[src/rtl/fetch_queue.sv]
// Instruction fetch front-end: sequential imem reads, PC-tagged return queue, valid/ready to cpu.
// Latency: issue in cycle N, data written in N+1, head valid from N+2 (no bypass).
// Backpressure: fetch issues only while queue occupancy plus the in-flight read fits DEPTH.
//
// Ports:
//   clk, rst_n                       clock (rising edge), async active-low reset
//   imem_en, imem_addr, imem_rdata   synchronous instruction memory (rdata one cycle after en)
//   redirect_valid, redirect_pc      cpu fetch restart (flush + refetch)
//   out_valid, out_instr, out_pc,    queue head to cpu, accepted on out_valid && out_ready
//   out_ready
//   count                            queue occupancy (debug/perf)
module fetch_queue #(
  parameter int              WORD     = 16,
  parameter int              DEPTH    = 4,
  parameter logic [WORD-1:0] RESET_PC = '0
) (
  input  logic                     clk,
  input  logic                     rst_n,
  output logic                     imem_en,
  output logic [WORD-1:0]          imem_addr,
  input  logic [WORD-1:0]          imem_rdata,
  input  logic                     redirect_valid,
  input  logic [WORD-1:0]          redirect_pc,
  output logic                     out_valid,
  output logic [WORD-1:0]          out_instr,
  output logic [WORD-1:0]          out_pc,
  input  logic                     out_ready,
  output logic [$clog2(DEPTH):0]   count
);

  localparam int PW = $clog2(DEPTH);
  localparam int CW = PW + 1;

  logic [WORD-1:0] fetch_pc_q, fetch_pc_d;
  logic [WORD-1:0] inflight_pc_q, inflight_pc_d;
  logic            inflight_q, inflight_d;
  logic [CW-1:0]   count_q, count_d;
  logic [PW-1:0]   rd_ptr_q, rd_ptr_d;
  logic [PW-1:0]   wr_ptr_q, wr_ptr_d;
  logic [WORD-1:0] q_instr_q [DEPTH];
  logic [WORD-1:0] q_instr_d [DEPTH];
  logic [WORD-1:0] q_pc_q    [DEPTH];
  logic [WORD-1:0] q_pc_d    [DEPTH];

  logic [CW:0]     credit_used;
  logic            issue;
  logic            wr_en;
  logic            deq_en;
  logic            head_vld;

  // Handshake decode. The in-flight read holds a slot reserved, and a dequeue in
  // the same cycle is not credited, so a returning word always has room.
  // rst_n gates issue so imem_en is low for the whole time reset is held.
  always_comb begin
    credit_used = {1'b0, count_q} + {{CW{1'b0}}, inflight_q};
    issue       = rst_n && !redirect_valid && (credit_used < (CW+1)'(DEPTH));
    wr_en       = inflight_q && !redirect_valid;  // a return during redirect is stale
    head_vld    = (count_q != '0);
    deq_en      = head_vld && out_ready && !redirect_valid;
  end

  always_comb begin
    fetch_pc_d    = fetch_pc_q;
    inflight_d    = issue;
    inflight_pc_d = inflight_pc_q;
    count_d       = count_q;
    rd_ptr_d      = rd_ptr_q;
    wr_ptr_d      = wr_ptr_q;
    q_instr_d     = q_instr_q;
    q_pc_d        = q_pc_q;

    if (issue) begin
      fetch_pc_d    = fetch_pc_q + WORD'(1);
      inflight_pc_d = fetch_pc_q;
    end

    if (wr_en) begin
      q_instr_d[wr_ptr_q] = imem_rdata;
      q_pc_d[wr_ptr_q]    = inflight_pc_q;
      wr_ptr_d            = wr_ptr_q + PW'(1);
    end

    if (deq_en) begin
      rd_ptr_d = rd_ptr_q + PW'(1);
    end

    if (wr_en && !deq_en) begin
      count_d = count_q + CW'(1);
    end else if (!wr_en && deq_en) begin
      count_d = count_q - CW'(1);
    end

    // Flush: everything queued or in flight is dropped, fetch restarts next cycle.
    if (redirect_valid) begin
      fetch_pc_d = redirect_pc;
      inflight_d = 1'b0;
      count_d    = '0;
      rd_ptr_d   = '0;
      wr_ptr_d   = '0;
    end
  end

  always_ff @(posedge clk or negedge rst_n) begin
    if (!rst_n) begin
      fetch_pc_q    <= RESET_PC;
      inflight_pc_q <= '0;
      inflight_q    <= 1'b0;
      count_q       <= '0;
      rd_ptr_q      <= '0;
      wr_ptr_q      <= '0;
      for (int i = 0; i < DEPTH; i++) begin
        q_instr_q[i] <= '0;
        q_pc_q[i]    <= '0;
      end
    end else begin
      fetch_pc_q    <= fetch_pc_d;
      inflight_pc_q <= inflight_pc_d;
      inflight_q    <= inflight_d;
      count_q       <= count_d;
      rd_ptr_q      <= rd_ptr_d;
      wr_ptr_q      <= wr_ptr_d;
      q_instr_q     <= q_instr_d;
      q_pc_q        <= q_pc_d;
    end
  end

  // Head data is forced to zero while empty so stale entries never leak out.
  always_comb begin
    imem_en   = issue;
    imem_addr = fetch_pc_q;
    out_valid = head_vld;
    out_instr = head_vld ? q_instr_q[rd_ptr_q] : '0;
    out_pc    = head_vld ? q_pc_q[rd_ptr_q]    : '0;
    count     = count_q;
  end

`ifndef SYNTHESIS
  // A return into a full queue would overwrite the head; the credit check forbids it.
  assert property (@(posedge clk) disable iff (!rst_n)
                   !(wr_en && count_q == CW'(DEPTH)))
    else $error("fetch_queue overflow: return with queue full");
`endif

endmodule

[config.mk]
export PLATFORM = sky130hd
export DESIGN_NAME = fetch_queue
export DESIGN_NICKNAME = d
export VERILOG_FILES = /design/src/rtl/fetch_queue.sv
export SDC_FILE = /design/constraint.sdc
export NUM_CORES = 1
export LEC_CHECK = 0
export BUFFER_PORTS_ARGS = -buffer_cell sky130_fd_sc_hd__buf_2
export CAP_MARGIN = 20
export CORE_MARGIN = 2
export CORE_UTILIZATION = 25
export CTS_CLUSTER_SIZE = 14
export DETAILED_ROUTE_END_ITERATION = 7
export GPL_TIMING_DRIVEN = 0
export HOLD_SLACK_MARGIN = 0.15
export SLEW_MARGIN = 20
export SYNTH_ARGS = -nofsm -noshare
export SYNTH_HDL_FRONTEND = slang
export SYNTH_SLANG_ARGS = --single-unit
[constraint.sdc]
create_clock -name clk -period 1.98 [get_ports clk]
set_clock_uncertainty 0.05 [all_clocks]
set_input_delay 0.297 -clock clk [delete_from_list [all_inputs] [get_ports clk]]
set_output_delay 0.297 -clock clk [all_outputs]
set_load 0.03 [all_outputs]
==> impl_metrics.tcl <==
set metrics [dict create \
    die_w_um 181 \
    routabilityCongestion 0.765 \
    area_delta_synth_final_pct 38.1 \
    core_area_um2 30700 \
    via_per_inst 4.59 \
    ys.flop_type "dfrtp_1" \
    clk_latency_ps 430 \
    finalPower_mw 15.6 \
    synth_edf_count 0 \
    yosys-top-cells-area "dfrtp_1, mux2_2, mux4_2" \
    path_clk_slew_ps 70 \
    via_count 5383 \
    yosysTopAreaCellShare_pct 53.9 \
    rows 64 \
    io_buffer_count 88 \
    antenna_found_initial 0 \
    synth_compound_gate_area_share_pct 2.77 \
    drc 0 \
    grt_pass1_wl_um 31900 \
    grt_pass1_vias 5514 \
    ant_nets 0 \
    worstMarginPinSlew_ps 755 \
    grt.total_usage_pct 12.8 \
    ys_types 52 \
    yosysWarningCount 0 \
    async_reset_ff_share_pct 100 \
    cts.sink_count 168 \
    wl_um 20600 \
    drive_gt1_share_pct 50.8 \
    diodes 0 \
    max_clock_freq_ghz 0.432 \
    syn_avg_cell_area_um2 13.5 \
    fp.dieArea_um2 32600 \
    fin_crit_ps 2320 \
    final.period_utilization_pct 117 \
    hold_class "in2async" \
    yosysMostFrequentCell "dfrtp_1" \
    finalHoldViolCount 0 \
    wl_per_cell_um 17.5 \
    crit_path_cell_trace "buf_12 -> buf_12 -> buf_16 -> mux4_2 -> and2_4 -> buf_6" \
    status "complete, but fails checks" \
    syn_nets 622 \
    ctsHtreeMaxLevel 4 \
    drt-initial-drc-count 213 \
    critical_path.slowest_cell "mux4_2" \
    cts_root_buf "clkbuf_16" \
    crit_top_cell "buf_12" \
    fin_nets 806 \
    synth_common_cells "dfrtp_1, mux2_2, nand2_1, and2_1, mux4_2" \
    cts_tree "done" \
    synth_top_family_by_area "multiplexers" \
    start_kind "flop" \
    violations "negative setup slack" \
    fill_cells 2979 \
    power_density_nw_per_um2 1450 \
    relSlewSlack_pct 49.5 \
    ys_seq_elements 168 \
    syn_area_um2 7800 \
    worstSetupPathType "reg2out" \
    postSynthCellCount 580 \
    cp_max_fo 7 \
    yosysSeqAreaShare_pct 53.9 \
    die_y_um 181 \
    max_stage_delay_ps 490 \
    report.final.slew_viol_count 0 \
    dr.pass1.iters 4 \
    rr_worst_depth 11 \
    layout_setup_ws_ps -337 \
    place_hpwl_um 13000 \
    p_leak_nw 5.04 \
    clockBufferDepth 2 \
    synthAdderAreaFrac_pct 1.06 \
    required_ps 1630 \
    drv_cap 0 \
    end_kind "primary output" \
    rsz0062_at_grt "true" \
    yosys-mux-area-fraction_pct 28.0 \
    ir_worst_vdd_mv 0.758 \
    initial_core_util_pct 25.4 \
    synth-simple-area-share_pct 11.1 \
    gr-total-overflow 0 \
    ios 89 \
    cts_buffers 17 \
    post-synth-top-area-cell "dfrtp_1" \
    grt_max_degree 39 \
    crit_arrival_ps 1970 \
    setup_viol 37 \
    tns_ps -9560 \
    synthXorXnorAreaFrac_pct 0.674 \
]
worst max-delay path, delay by kind of cell, from the launching register on:
family,cells,cell delay [ps]
mux,1,490
flops,1,380
buf+inv,4,510
simple gates,1,150
cells in the final DEF (no fill, tap or decap), types with 3 or more instances in the layout:
| cell | synthesis | routed |
|---|---|---|
| mux4_2 | 32 | 32 |
| clkbuf_1 | 12 | 4 |
| clkbuf_16 | 0 | 20 |
| nand2_1 | 76 | 75 |
| o21ai_0 | 4 | 3 |
| buf_8 | 0 | 4 |
| clkbuf_8 | 0 | 7 |
| buf_12 | 0 | 11 |
| nand4_1 | 5 | 5 |
| buf_4 | 0 | 23 |
| or3_1 | 4 | 3 |
| and2_4 | 0 | 33 |
| bufbuf_16 | 0 | 3 |
| ha_1 | 5 | 5 |
| clkinv_2 | 0 | 5 |
| buf_6 | 1 | 39 |
| o211ai_1 | 3 | 3 |
| dlygate4sd3_1 | 0 | 35 |
| dfrtp_1 | 168 | 166 |
| mux2_2 | 118 | 118 |
| mux2_1 | 10 | 10 |
| buf_16 | 0 | 3 |
| and2_1 | 36 | 3 |
| buf_2 | 21 | 69 |
| nand3_1 | 11 | 11 |
| clkinvlp_4 | 0 | 4 |
| nor2_1 | 9 | 8 |
| inv_1 | 6 | 6 |
| a41oi_1 | 3 | 3 |
| xor2_1 | 3 | 3 |
| a31oi_1 | 3 | 3 |
| nor2b_1 | 6 | 5 |
| a221o_1 | 3 | 3 |
cell families (layout without fill, tap and decap cells):
family / count (synthesis) / count (layout)
flops: 168 / 168
simple gates: 167 / 167
mux: 162 / 162
buf+inv: 43 / 240
compound gates: 28 / 28
fa+ha+maj: 6 / 6
xor+xnor: 6 / 6
metrics by stage:
step | hold slack [ps] | util (%) | instances | cell area, um^2 | setup WS (ps)
finish | 248 | 35.1 | 1173 | 10800 | -337
global route | 253 | 35.1 | 1173 | 10800 | -419
CTS | 244 | 34.4 | 1154 | 10600 | -387
detailed placement | 108 | 28.7 | 1066 | 8800 | -926
global placement | 419 | 28.5 | 1064 | 8740 | -3100
floorplan | -48.6 | - | 580 | 7800 | 27.0
power breakdown:
| part | switching [mW] | internal [mW] |
|---|---|---|
| combinational | 3.27 | 4.09 |
| clock | 1.38 | 1.79 |
| sequential | 0.683 | 4.39 |
| total | 5.33 | 10.3 |
layer usage:
layer / vias up / track usage [%] / routed length [um]
met5: - / 0 / 0
met2: 117 / 20.5 / 10100
li1: 2463 / - / -
met4: 0 / 2.90 / 127
met1: 2794 / 17.6 / 9510
met3: 9 / 2.89 / 845
worst paths after layout:
kind                              startpoint            end  slack [ps]
worst max-delay path             rd_ptr_q[0]      out_pc[0]        -340
max in group asynchronous              rst_n       count[1]         560
worst min register to register  q_instr_q[1]   q_instr_q[1]         440
min in group clk                   out_ready    rd_ptr_q[1]         280
worst max register to register      count[2]       count[2]        -190
worst min-delay path                   rst_n  q_instr_q[17]         250
layout make-up:
class | count | area [um^2] | area share, %
clock buffers | 20 | 457 | 4.24
clock inverters | 12 | 103 | 0.952
inverters | 7 | 26.3 | 0.244
flip-flops and latches | 168 | 4210 | 39.0
plain buffers | 33 | 319 | 2.96
multi-input cells | 369 | 3550 | 32.9
well taps | 396 | 495 | 4.60
repair buffers | 168 | 1620 | 15.0
what timing repair did:
item | 4_1_cts | 5_1_grt
resized for setup | 144 | 25
hold endpoints to repair | 175 | 0
pin swaps | 13 | 18
endpoints found under the setup margin | 62 | 39
setup buffers | 10 | 22
gates cloned | 8 | 0
hold buffers | 40 | 0
state kept, by name, indices dropped and copies added (netlist names):
register / count
count: 3
imem_addr: 16
inflight_pc_q: 16
inflight_q: 1
q_instr_q: 64
q_pc_q: 64
rd_ptr_q: 2
wr_ptr_q: 2
No activity file was read; power rests on OpenSTA's default activity.
